File: config.mk
export PLATFORM = sky130hd
export DESIGN_NAME = hc_link_map_gen
export DESIGN_NICKNAME = d
export VERILOG_FILES = /design/src/rtl/hc_link_map_gen.sv
export SDC_FILE = /design/constraint.sdc
export NUM_CORES = 1
export LEC_CHECK = 0
export BUFFER_PORTS_ARGS = -buffer_cell sky130_fd_sc_hd__buf_2
export CAP_MARGIN = 20
export CORE_MARGIN = 2
export CORE_UTILIZATION = 30
export CTS_CLUSTER_DIAMETER = 120
export DETAILED_ROUTE_END_ITERATION = 6
export SLEW_MARGIN = 20
export SYNTH_ARGS = -nofsm -noshare
export SYNTH_HDL_FRONTEND = slang
export SYNTH_SLANG_ARGS = --single-unit
File: constraint.sdc
create_clock -name clk_i -period 4.8 [get_ports clk_i]
set_input_delay 0.24 -clock clk_i [delete_from_list [all_inputs] [get_ports clk_i]]
set_output_delay 0.24 -clock clk_i [all_outputs]
set_load 0.03 [all_outputs]
File: src/rtl/hc_link_map_gen.sv
`default_nettype none
// ============================================================================
//  Module   : hc_link_map_gen
//  Purpose  : Streams one record per node of an incomplete hypercube with
//             N = 2^n + m nodes (IDs 0..N-1). Each record carries the node ID
//             and a per-dimension mask saying which neighbours exist.
//  Revision : 1.0 - initial release
// ----------------------------------------------------------------------------
//  Ports
//    clk_i       : clock, rising edge
//    rst_n_i     : asynchronous active-low reset
//    start_i     : start request, sampled only in IDLE
//    n_i, m_i    : power index n and remainder m of the node count
//    flush_i     : synchronous abort back to IDLE, highest priority
//    ready_i     : consumer ready
//    valid_o     : record valid (high for the whole RUN state)
//    node_id_o   : current node ID
//    nbr_mask_o  : bit d set iff (id ^ 2^d) < N and d < D
//    last_o      : current record is node N-1
//    node_cnt_o  : latched N
//    dim_o       : latched D = n + (m != 0)
//    busy_o      : high in RUN
//    done_o      : one-cycle pulse after the final handshake
//    err_o       : one-cycle pulse on a rejected start (n_i > 4)
// ============================================================================
module hc_link_map_gen #(
  parameter int ID_W   = 5,
  parameter int MASK_W = 5
) (
  input  logic              clk_i,
  input  logic              rst_n_i,
  input  logic              start_i,
  input  logic [2:0]        n_i,
  input  logic [2:0]        m_i,
  input  logic              flush_i,
  input  logic              ready_i,
  output logic              valid_o,
  output logic [ID_W-1:0]   node_id_o,
  output logic [MASK_W-1:0] nbr_mask_o,
  output logic              last_o,
  output logic [ID_W-1:0]   node_cnt_o,
  output logic [2:0]        dim_o,
  output logic              busy_o,
  output logic              done_o,
  output logic              err_o
);

  typedef enum logic [1:0] {
    S_IDLE = 2'd0,
    S_RUN  = 2'd1,
    S_DONE = 2'd2
  } state_t;

  localparam logic [ID_W:0] c_one_wide = {{ID_W{1'b0}}, 1'b1};

  state_t              r_state;
  logic                r_valid;
  logic [ID_W-1:0]     r_id;
  logic [MASK_W-1:0]   r_mask;
  logic                r_last;
  logic [ID_W-1:0]     r_node_cnt;
  logic [2:0]          r_dim;
  logic                r_busy;
  logic                r_done;
  logic                r_err;

  // Neighbour mask for a given node. The flipped ID is formed one bit wider
  // than the ID so flipping the top bit can never wrap below N.
  function automatic logic [MASK_W-1:0] f_mask(
    input logic [ID_W-1:0] id,
    input logic [ID_W-1:0] cnt,
    input logic [2:0]      dim
  );
    logic [ID_W:0] flip;
    f_mask = '0;
    for (int d = 0; d < MASK_W; d++) begin
      flip = {1'b0, id} ^ (c_one_wide << d);
      if ((d < int'(dim)) && (flip < {1'b0, cnt})) begin
        f_mask[d] = 1'b1;
      end
    end
  endfunction

  // Values latched on an accepted start. n = 4 already fills the 16-node
  // cube, so m is ignored there.
  logic [ID_W-1:0]   w_pow;
  logic [ID_W-1:0]   w_start_sum;
  logic [ID_W-1:0]   w_start_cnt;
  logic [2:0]        w_start_dim;
  logic              w_start_last;
  logic [MASK_W-1:0] w_start_mask;

  assign w_pow        = ID_W'(1) << n_i;
  assign w_start_sum  = w_pow + ID_W'(m_i);
  assign w_start_cnt  = (n_i == 3'd4) ? w_pow : w_start_sum;
  assign w_start_dim  = (n_i == 3'd4) ? 3'd4 : (n_i + {2'b00, (m_i != 3'd0)});
  assign w_start_last = (w_start_cnt == ID_W'(1));
  assign w_start_mask = f_mask('0, w_start_cnt, w_start_dim);

  // Next record during RUN, computed ahead so the data outputs are plain
  // registers with no path from ready_i.
  logic [ID_W-1:0]   w_id_nxt;
  logic              w_last_nxt;
  logic [MASK_W-1:0] w_mask_nxt;

  assign w_id_nxt   = r_id + ID_W'(1);
  assign w_last_nxt = ((w_id_nxt + ID_W'(1)) == r_node_cnt);
  assign w_mask_nxt = f_mask(w_id_nxt, r_node_cnt, r_dim);

  always_ff @(posedge clk_i or negedge rst_n_i) begin
    if (!rst_n_i) begin
      r_state    <= S_IDLE;
      r_valid    <= 1'b0;
      r_id       <= '0;
      r_mask     <= '0;
      r_last     <= 1'b0;
      r_node_cnt <= '0;
      r_dim      <= 3'd0;
      r_busy     <= 1'b0;
      r_done     <= 1'b0;
      r_err      <= 1'b0;
    end else if (flush_i) begin
      // Geometry (node count, dimension) is kept for the consumer.
      r_state <= S_IDLE;
      r_valid <= 1'b0;
      r_busy  <= 1'b0;
      r_done  <= 1'b0;
      r_err   <= 1'b0;
    end else begin
      case (r_state)
        S_IDLE: begin
          r_done <= 1'b0;
          r_err  <= 1'b0;
          if (start_i) begin
            if (n_i <= 3'd4) begin
              r_state    <= S_RUN;
              r_valid    <= 1'b1;
              r_busy     <= 1'b1;
              r_id       <= '0;
              r_mask     <= w_start_mask;
              r_last     <= w_start_last;
              r_node_cnt <= w_start_cnt;
              r_dim      <= w_start_dim;
            end else begin
              r_err <= 1'b1;
            end
          end
        end
        S_RUN: begin
          if (ready_i) begin
            if (r_last) begin
              r_state <= S_DONE;
              r_valid <= 1'b0;
              r_busy  <= 1'b0;
              r_done  <= 1'b1;
            end else begin
              r_id   <= w_id_nxt;
              r_mask <= w_mask_nxt;
              r_last <= w_last_nxt;
            end
          end
        end
        S_DONE: begin
          r_state <= S_IDLE;
          r_done  <= 1'b0;
        end
        default: begin
          r_state <= S_IDLE;
          r_valid <= 1'b0;
          r_busy  <= 1'b0;
          r_done  <= 1'b0;
          r_err   <= 1'b0;
        end
      endcase
    end
  end

  assign valid_o    = r_valid;
  assign node_id_o  = r_id;
  assign nbr_mask_o = r_mask;
  assign last_o     = r_last;
  assign node_cnt_o = r_node_cnt;
  assign dim_o      = r_dim;
  assign busy_o     = r_busy;
  assign done_o     = r_done;
  assign err_o      = r_err;

endmodule
`default_nettype wire
==> results.cfg <==
[detailed_routing]
routed_wl_mm = 4.793
first_pass_iters = 4
num_vias = 1730
routedWlPerCell_um = 14.61
drt-initial-drc-count = 98
ant_nets = 0
via_per_inst = 5.274
top_layer = met4
drc = 0
met1_length_mm = 2.315
wl_met2_mm = 2.224
wl_met3_um = 230

[worst_setup_path]
crit_required_ns = 5.01
end_kind = flip-flop
startpoint = r_state[1]
crit_family = compound AO/OA/AOI/OAI gates
worst_path_max_delay_cell = ha_1
reg2reg_from = r_state[1]
critPathBufInv = 1
arrival_ns = 2.98
path_cells = inv_1 -> ha_1 -> mux2_1 -> o2111ai_2 -> a21o_1 -> a2111oi_1 -> a211o_1
cp-start-kind = flip-flop
cp_max_fo = 19
critPathKind = flip-flop to flip-flop
r2r_slack_ns = 2.03
max_stage_delay_ns = 0.61

[timing]
whs_ns = 0.2049
hold_viol = 0
fin_worst_skew_ns = 0.001971
fin_crit_sh = 0.5770
rsz0062_at_grt = false
relSlewSlack = 0.5464
finalSetupTns_ns = 0
drv_slew = 0
period_needed_ns = 2.769
max_freq_mhz = 361.1
tightestPinTransition_ns = 0.6805
setup_violations = 0

[clock_tree]
cts_max_level = 1
clkLatencyLatePin_ns = 0.27
path_clk_slew_ns = 0.09
cts_tree = yes
cts.sinks = 24
clockRootBuffer = clkbuf_8
cts_buffers = 3
cts_buffer_depth = 2
post_cts_buffers = 0

[min_path]
hp-class = input pin to flip-flop
hp-start = flush_i

[layout]
layout-drive-gt1-share = 0.2137
fin_util = 0.3414
num_antenna_cells = 0
nNetsFinal = 285
syn2layout_area_growth_pct = 12.18
final_cell_mix = 33 x buf_2, 24 x dfrtp_1, 23 x ha_1, 22 x nand2_1, 14 x inv_1
fin_area_um2 = 2281
fin_cells = 328
final_common_cell = buf_2
fillers = 732

[synthesis]
synth_edf_count = 0
synthArstFlopShare = 1.000
synth_area_um2 = 2033
ys_warn_count = 0
ys_seq_elements = 24
synth_ff_type = dfrtp_1
synth.avg_cell_area_um2 = 9.159
ys_types = 57
ys_seq_area_frac = 0.2954
syn_nets = 257
synthCells = 222

[global_routing]
antenna_found_initial = 0
grt_pass1_vias = 1657
grt_first_pass_wirelength_mm = 8.045
overflow = 0
grt_max_degree = 25
grt_use_total = 0.1337

[placed_design]
place_hpwl_mm = 3.758
numPortBuffers = 33
post_dp_cell_area_um2 = 2230
dp.cells = 324
gp_congestion = 0.8101

[floorplan]
dieArea_um2 = 7452
rows = 30
die_w_um = 86.33
fp.dieH_um = 86.33
start_util = 0.3043
boundaryPins = 34
coreArea_um2 = 6681

[job]
cap_violations = 0

[power_and_ir_drop]
leakagePower_nw = 1.090
ir_drop_v = 0.0001371
p_per_area_nw_per_um2 = 486.7

[outcome]
run_status = completed
[routing by layer]
metal	vias to the layer above	global-route usage
li1	860	-
met1	828	0.1899
met2	40	0.2161
met3	2	0.01619
met4	0	0.03409
met5	-	0
[where the power goes]
| group | total (mW) | switching [mW] | internal [mW] |
|---|---|---|---|
| Clock | 0.123 | 0.0664 | 0.0563 |
| Sequential | 0.344 | 0.0798 | 0.264 |
| Combinational | 0.644 | 0.401 | 0.243 |
[logic make-up (layout without fill, tap and decap cells)]
kind of cell	after synthesis	count (layout)	share of synthesized area
compound gates	65	65	0.2406
xor+xnor	11	11	0.05415
fa+ha+maj	24	24	0.1514
buf+inv	25	51	0.05969
flops	24	24	0.2954
mux	6	6	0.03200
simple gates	67	67	0.1668
[cell type report]
class	instances	area (um^2)	area share
timing repair buffer	34	175.2	0.07680
clock buffer	3	41.29	0.01810
inverter	14	52.55	0.02304
sequential	24	600.6	0.2633
multi-input combinational	173	1311	0.5749
tap	80	100.1	0.04388
[cell usage after synthesis (3+ instances only)]
cell,number,area share
a211oi_1,3,0.011
a21o_1,3,0.011
a21oi_1,11,0.027
a22o_1,5,0.022
buf_4,3,0.011
clkbuf_1,5,0.0092
dfrtp_1,24,0.30
ha_1,23,0.14
inv_1,14,0.026
mux2_2,3,0.017
nand2_1,22,0.041
nand3_1,7,0.017
nor2_1,12,0.022
nor2b_1,4,0.012
nor3_1,5,0.012
nor3b_1,3,0.011
o21ai_0,6,0.015
o21ai_1,5,0.012
o31ai_1,4,0.015
xnor2_1,6,0.026
xor2_1,4,0.017
[worst reg2reg max path: cells and delay by family (launching register included)]
family | cells | cell delay [ns]
mux | 1 | 0.26
compound gates | 4 | 1.32
flops | 1 | 0.41
fa+ha+maj | 1 | 0.61
buf+inv | 1 | 0.11
[stage by stage]
stage / total power [mW] / setup WS, ns
after floorplan: 0.8278 / 2.450
after global placement: 0.9855 / 2.217
after detailed placement: 0.9926 / 2.095
after CTS: 1.120 / 2.041
after global routing: 1.198 / 1.840
final: 1.110 / 2.031
[flip-flops by register name, summed over array words and instances, names as in the netlist]
register    cells
nbr_mask_o      5
node_cnt_o      5
node_id_o       5
dim_o           3
r_state         2
busy_o          1
done_o          1
err_o           1
last_o          1
[what timing repair did]
item,in CTS,in global routing
endpoints found under the hold margin,24,0
hold buffers,1,0
resized for setup,0,0
[path summary, 6_finish.rpt]
check	cells after the start	to
max	7	nbr_mask_o[1]
min	2	err_o
max reg2reg	7	nbr_mask_o[1]
min reg2reg	1	nbr_mask_o[0]
max in group asynchronous	2	nbr_mask_o[2]
min in group asynchronous	2	node_id_o[1]
Note: power is estimated with default switching activity, not from simulation.
